$ cat config.mk
export PLATFORM = sky130hd
export DESIGN_NAME = fetch_unit
export DESIGN_NICKNAME = d
export VERILOG_FILES = /design/src/rtl/fetch_unit.sv
export SDC_FILE = /design/constraint.sdc
export NUM_CORES = 1
export LEC_CHECK = 0
export CAP_MARGIN = 20
export CORE_ASPECT_RATIO = 0.8
export CORE_MARGIN = 2
export CORE_UTILIZATION = 34
export DETAILED_ROUTE_END_ITERATION = 10
export PLACE_DENSITY = 0.62
export RECOVER_POWER = 50
export SYNTH_ARGS = -nofsm -noshare
export SYNTH_HDL_FRONTEND = slang
export SYNTH_SLANG_ARGS = --single-unit
$ cat constraint.sdc
create_clock -name clk -period 3.23 [get_ports clk]
set_clock_uncertainty 0.05 [all_clocks]
set_input_delay 0.323 -clock clk [delete_from_list [all_inputs] [get_ports clk]]
set_output_delay 0.323 -clock clk [all_outputs]
set_load 0.005 [all_outputs]
$ cat src/rtl/fetch_unit.sv
// fetch_unit: PC register, next-PC selection and IF/ID pipeline register.
// Feeds a combinational-read instruction memory; decode consumes IF/ID.
module fetch_unit #(
  parameter int            N        = 32,
  parameter logic [N-1:0]  RESET_PC = '0
) (
  input  logic         clk,
  input  logic         rst,
  input  logic         stall,
  input  logic         flush,
  input  logic         branch_taken,
  input  logic [N-1:0] branch_target,
  input  logic         jump,
  input  logic [25:0]  jump_index,
  output logic [N-1:0] imem_addr,
  input  logic [N-1:0] imem_instr,
  output logic [N-1:0] if_id_instr,
  output logic [N-1:0] if_id_pc4,
  output logic         if_id_valid,
  output logic [31:0]  fetch_count,
  output logic         align_err
);

  typedef struct packed {
    logic [N-1:0] instr;
    logic [N-1:0] pc4;
    logic         valid;
  } if_id_t;

  localparam if_id_t BUBBLE = '{instr: '0, pc4: '0, valid: 1'b0};

  logic [N-1:0] pc;
  logic [N-1:0] pc4;
  logic [N-1:0] pc_next;
  logic [N-1:0] jump_target;
  logic [N-1:0] redirect_raw;
  logic [N-1:0] redirect_pc;
  logic         redirect;
  logic         misaligned;
  logic         load;
  logic         sel_branch;
  logic         sel_jump;
  logic         sel_hold;
  logic         sel_seq;
  if_id_t       if_id;

  assign imem_addr   = pc;
  assign pc4         = pc + N'(4);
  assign redirect    = branch_taken | jump;

  // Pseudo-direct target takes its region bits from the
  // instruction sitting in ID, not from the fetch PC.
  assign jump_target = {if_id.pc4[N-1:28], jump_index, 2'b00};

  assign redirect_raw = branch_taken ? branch_target : jump_target;
  assign redirect_pc  = {redirect_raw[N-1:2], 2'b00};
  assign misaligned   = redirect & (|redirect_raw[1:0]);

  // One-hot select so the priority is explicit and exclusive.
  assign sel_branch = branch_taken;
  assign sel_jump   = jump & ~branch_taken;
  assign sel_hold   = stall & ~redirect;
  assign sel_seq    = ~stall & ~redirect;

  // New instruction enters IF/ID only on a clean, unstalled cycle.
  assign load = ~redirect & ~flush & ~stall;

  // Next-PC mux.
  always_comb begin
    pc_next = pc4;
    unique case (1'b1)
      sel_branch: pc_next = redirect_pc;
      sel_jump:   pc_next = redirect_pc;
      sel_hold:   pc_next = pc;
      sel_seq:    pc_next = pc4;
      default:    pc_next = pc4;
    endcase
  end

  // Program counter.
  always_ff @(posedge clk) begin
    if (rst) pc <= RESET_PC;
    else     pc <= pc_next;
  end

  // IF/ID register: bubble on redirect/flush, hold on stall.
  always_ff @(posedge clk) begin
    if (rst) begin
      if_id <= BUBBLE;
    end else if (redirect | flush) begin
      if_id <= BUBBLE;
    end else if (!stall) begin
      if_id.instr <= imem_instr;
      if_id.pc4   <= pc4;
      if_id.valid <= 1'b1;
    end
  end

  // Count of valid instructions handed to decode.
  always_ff @(posedge clk) begin
    if (rst)       fetch_count <= '0;
    else if (load) fetch_count <= fetch_count + 32'd1;
  end

  // Sticky misaligned-redirect flag.
  always_ff @(posedge clk) begin
    if (rst)             align_err <= 1'b0;
    else if (misaligned) align_err <= 1'b1;
  end

  assign if_id_instr = if_id.instr;
  assign if_id_pc4   = if_id.pc4;
  assign if_id_valid = if_id.valid;

endmodule

==> impl_metrics.env <==
export IMPL_tightest_slew_ns=1.00
export IMPL_drive_gt1_frac=0.0739
export IMPL_synth_edf_count=0
export IMPL_fin_util=0.517
export IMPL_crit_slowest_cell="nor4_1"
export IMPL_layout_min_cycle_time_ns=2.68
export IMPL_leakagePower_nw=3.57
export IMPL_max_cap_viol_count=0
export IMPL_drtIter0Drc=438
export IMPL_critical_path_class="in2reg"
export IMPL_final_cell_mix="dfxtp_1, dlygate4sd3_1, clkdlybuf4s50_1"
export IMPL_gr_usage_met3=0.0665
export IMPL_cts_sinks=126
export IMPL_cp_common_cell="nor4_1"
export IMPL_clkLatencyLatePin_ns=0.42
export IMPL_async_flop_share=0
export IMPL_syn_inst=705
export IMPL_drc=0
export IMPL_max_stage_delay_ns=0.87
export IMPL_critPathCaptureType="flip-flop"
export IMPL_whs_endpoint="imem_addr[19]"
export IMPL_post_cts_setup_buffers=0
export IMPL_core_area_sq_um=17500
export IMPL_postCtsHoldBufs=0
export IMPL_postCtsResizedCells=0
export IMPL_dp_final_hpwl_um=14300
export IMPL_wl_per_cell_um=17.2
export IMPL_htreeDepth=4
export IMPL_firstDrtPassIters=5
export IMPL_instances_no_fill=1145
export IMPL_nets=1005
export IMPL_cts_buffers=17
export IMPL_period_share=0.830
export IMPL_synth_seq_cells=126
export IMPL_worstPathCellList="dlygate4sd3_1, nor4_1, nand4_4, nor4_1, xnor2_1, nor2_1"
export IMPL_hold_depth=3
export IMPL_die_w_um=154
export IMPL_start_kind="input port"
export IMPL_grt_first_pass_wirelength_um=29800
export IMPL_die_area_sq_um=19100
export IMPL_final_common_cell="dfxtp_1"
export IMPL_cp_num_buf_inv=1
export IMPL_num_antenna_cells=0
export IMPL_die_h_um=124
export IMPL_setup_viol=0
export IMPL_status="finished clean"
export IMPL_cts_root_buf="clkbuf_16"
export IMPL_netlist_area_sq_um=6120
export IMPL_critPathTopFamily="simple AND/OR/NAND/NOR gates"
export IMPL_totalPowerFinal_w=0.00407
export IMPL_grt_start_max_net_pins=62
export IMPL_ys_types=53
export IMPL_placed_cell_area_sq_um=8460
export IMPL_relSlewSlack=0.325
export IMPL_setup_tns_ns=0
export IMPL_initial_core_util=0.350
export IMPL_clockBufferDepth=2
export IMPL_synth_avg_cell_area_sq_um=8.67
export IMPL_port_buffers=221
export IMPL_grtUsageMet1=0.296
export IMPL_clk_pin_slew_ns=0.06
export IMPL_synth_flop_cell="dfxtp_1"
export IMPL_dp_cells=1113
export IMPL_ant_nets=0
export IMPL_crit_path_max_fanout=17
export IMPL_cp_arrival_ns=2.92
export IMPL_via_per_inst=5.05
export IMPL_cts_tree="built"
export IMPL_ios=226
export IMPL_min_delay_path_class="in2reg"
export IMPL_ir_worst_vdd_mv=0.345
export IMPL_gp_congestion=0.839
export IMPL_yosysSeqAreaShare=0.412
export IMPL_num_vias=5785
export IMPL_hp_start="rst"
export IMPL_grt_antenna_before_repair=0
export IMPL_r2r_slack_ns=0.63
export IMPL_fillCellCount=1670
export IMPL_rsz0062_at_grt="false"
export IMPL_grt_use_met2=0.284
export IMPL_r2r_end="imem_addr[24]"
export IMPL_rows=43
export IMPL_yosysWarnings=0
export IMPL_slew_violations=0
export IMPL_grt_use_total=0.204
export IMPL_fin_area_sq_um=9040
export IMPL_r2r_start="imem_addr[2]"
export IMPL_hold_violations=0
export IMPL_grt_pass1_vias=5227
export IMPL_area_growth_synth_to_final_pct=47.9
export IMPL_routed_wl_um=19600
export IMPL_rr_worst_depth=6
export IMPL_fmax_mhz=373
export IMPL_power_density_nw_per_um2=450
export IMPL_top_usage_layer="met1"
export IMPL_cp_data_required_time_ns=3.47
export IMPL_gr_total_overflow=0
## area by class of cell
| cell class | instances | area (sq um) | share of cell area |
|---|---|---|---|
| multi-input combinational | 506 | 3250 | 0.359 |
| sequential | 126 | 2520 | 0.279 |
| timing repair buffer | 235 | 2290 | 0.254 |
| clock buffer | 19 | 453 | 0.0501 |
| tap | 225 | 282 | 0.0311 |
| clock inverter | 13 | 164 | 0.0181 |
| inverter | 21 | 78.8 | 0.00872 |
## where the power goes
group          internal, W  switching [W]  total, W
Clock              0.00125       0.000746   0.00200
Combinational     0.000234       0.000184  0.000418
Sequential         0.00159      0.0000629   0.00165
## registers in the layout, summed over array words and instances, names as in the netlist
register	flops
imem_addr	30
align_err	1
fetch_count	32
if_id_instr	32
if_id_valid	1
if_id_pc4	30
## synthesized netlist by cell type (3+ instances only)
cell type  number  area share
a21oi_1        41       0.034
nand4_1        26       0.027
buf_4           4      0.0049
xor2_1         38       0.054
clkbuf_1       31       0.019
nand3_1        25       0.020
o21ai_0        35       0.029
nor2b_1         3      0.0031
inv_1          19       0.012
buf_1           4      0.0025
o22ai_1        15       0.015
and4_1          4      0.0057
buf_2          12      0.0098
nor3_2         10       0.016
dfxtp_1       126        0.41
and2_1          5      0.0051
nor4_1         11       0.011
buf_6           3      0.0055
a22oi_1         7      0.0086
mux2i_1        39       0.064
a211oi_1       12       0.015
nor3_1         10      0.0082
xnor2_1        38       0.054
nor4_4          4       0.014
nor2_1         92       0.056
or2_2           3      0.0031
or3_1           8      0.0082
nand2_1        38       0.023
and3_1          8      0.0082
## kinds of logic after synthesis
| logic type | synth area share |
|---|---|
| xor+xnor | 0.109 |
| simple gates | 0.231 |
| compound gates | 0.124 |
| flops | 0.412 |
| mux | 0.0638 |
| buf+inv | 0.0554 |
| other cells | 0.000613 |
| fa+ha+maj | 0.00409 |
## how the worst max path moves through the flow
| stage | from | end | slack [ns] | depth (start not counted) |
|---|---|---|---|---|
| final | branch_taken | fetch_count[19] | 0.55 | 6 |
| after detailed placement | branch_taken | fetch_count[19] | 0.68 | 6 |
| after global routing | imem_addr[2] | imem_addr[22] | 0.36 | 6 |
| after global placement | branch_taken | fetch_count[19] | 0.72 | 6 |
| after floorplan | imem_addr[2] | imem_addr[16] | 1.18 | 6 |
| after CTS | imem_addr[2] | imem_addr[24] | 0.66 | 6 |
## metal layers
layer | vias up | share of wire
met4 | 0 | 0.014
li1 | 2877 | -
met1 | 2650 | 0.50
met3 | 21 | 0.077
met2 | 237 | 0.41
met5 | - | 0
## tightest hold or removal path, delay by kind of cell
family,cells,cell delay (ns)
buffers and inverters,2,0.27
AOI/OAI and AO/OA,1,0.15
## stage by stage
step | hold WS [ns] | setup slack [ns]
after floorplan | 0.392 | 1.18
after global placement | 0.387 | 0.716
after detailed placement | 0.392 | 0.676
after CTS | 0.289 | 0.658
after global routing | 0.312 | 0.361
final | 0.316 | 0.549
Power figures use the tool's default switching activity.
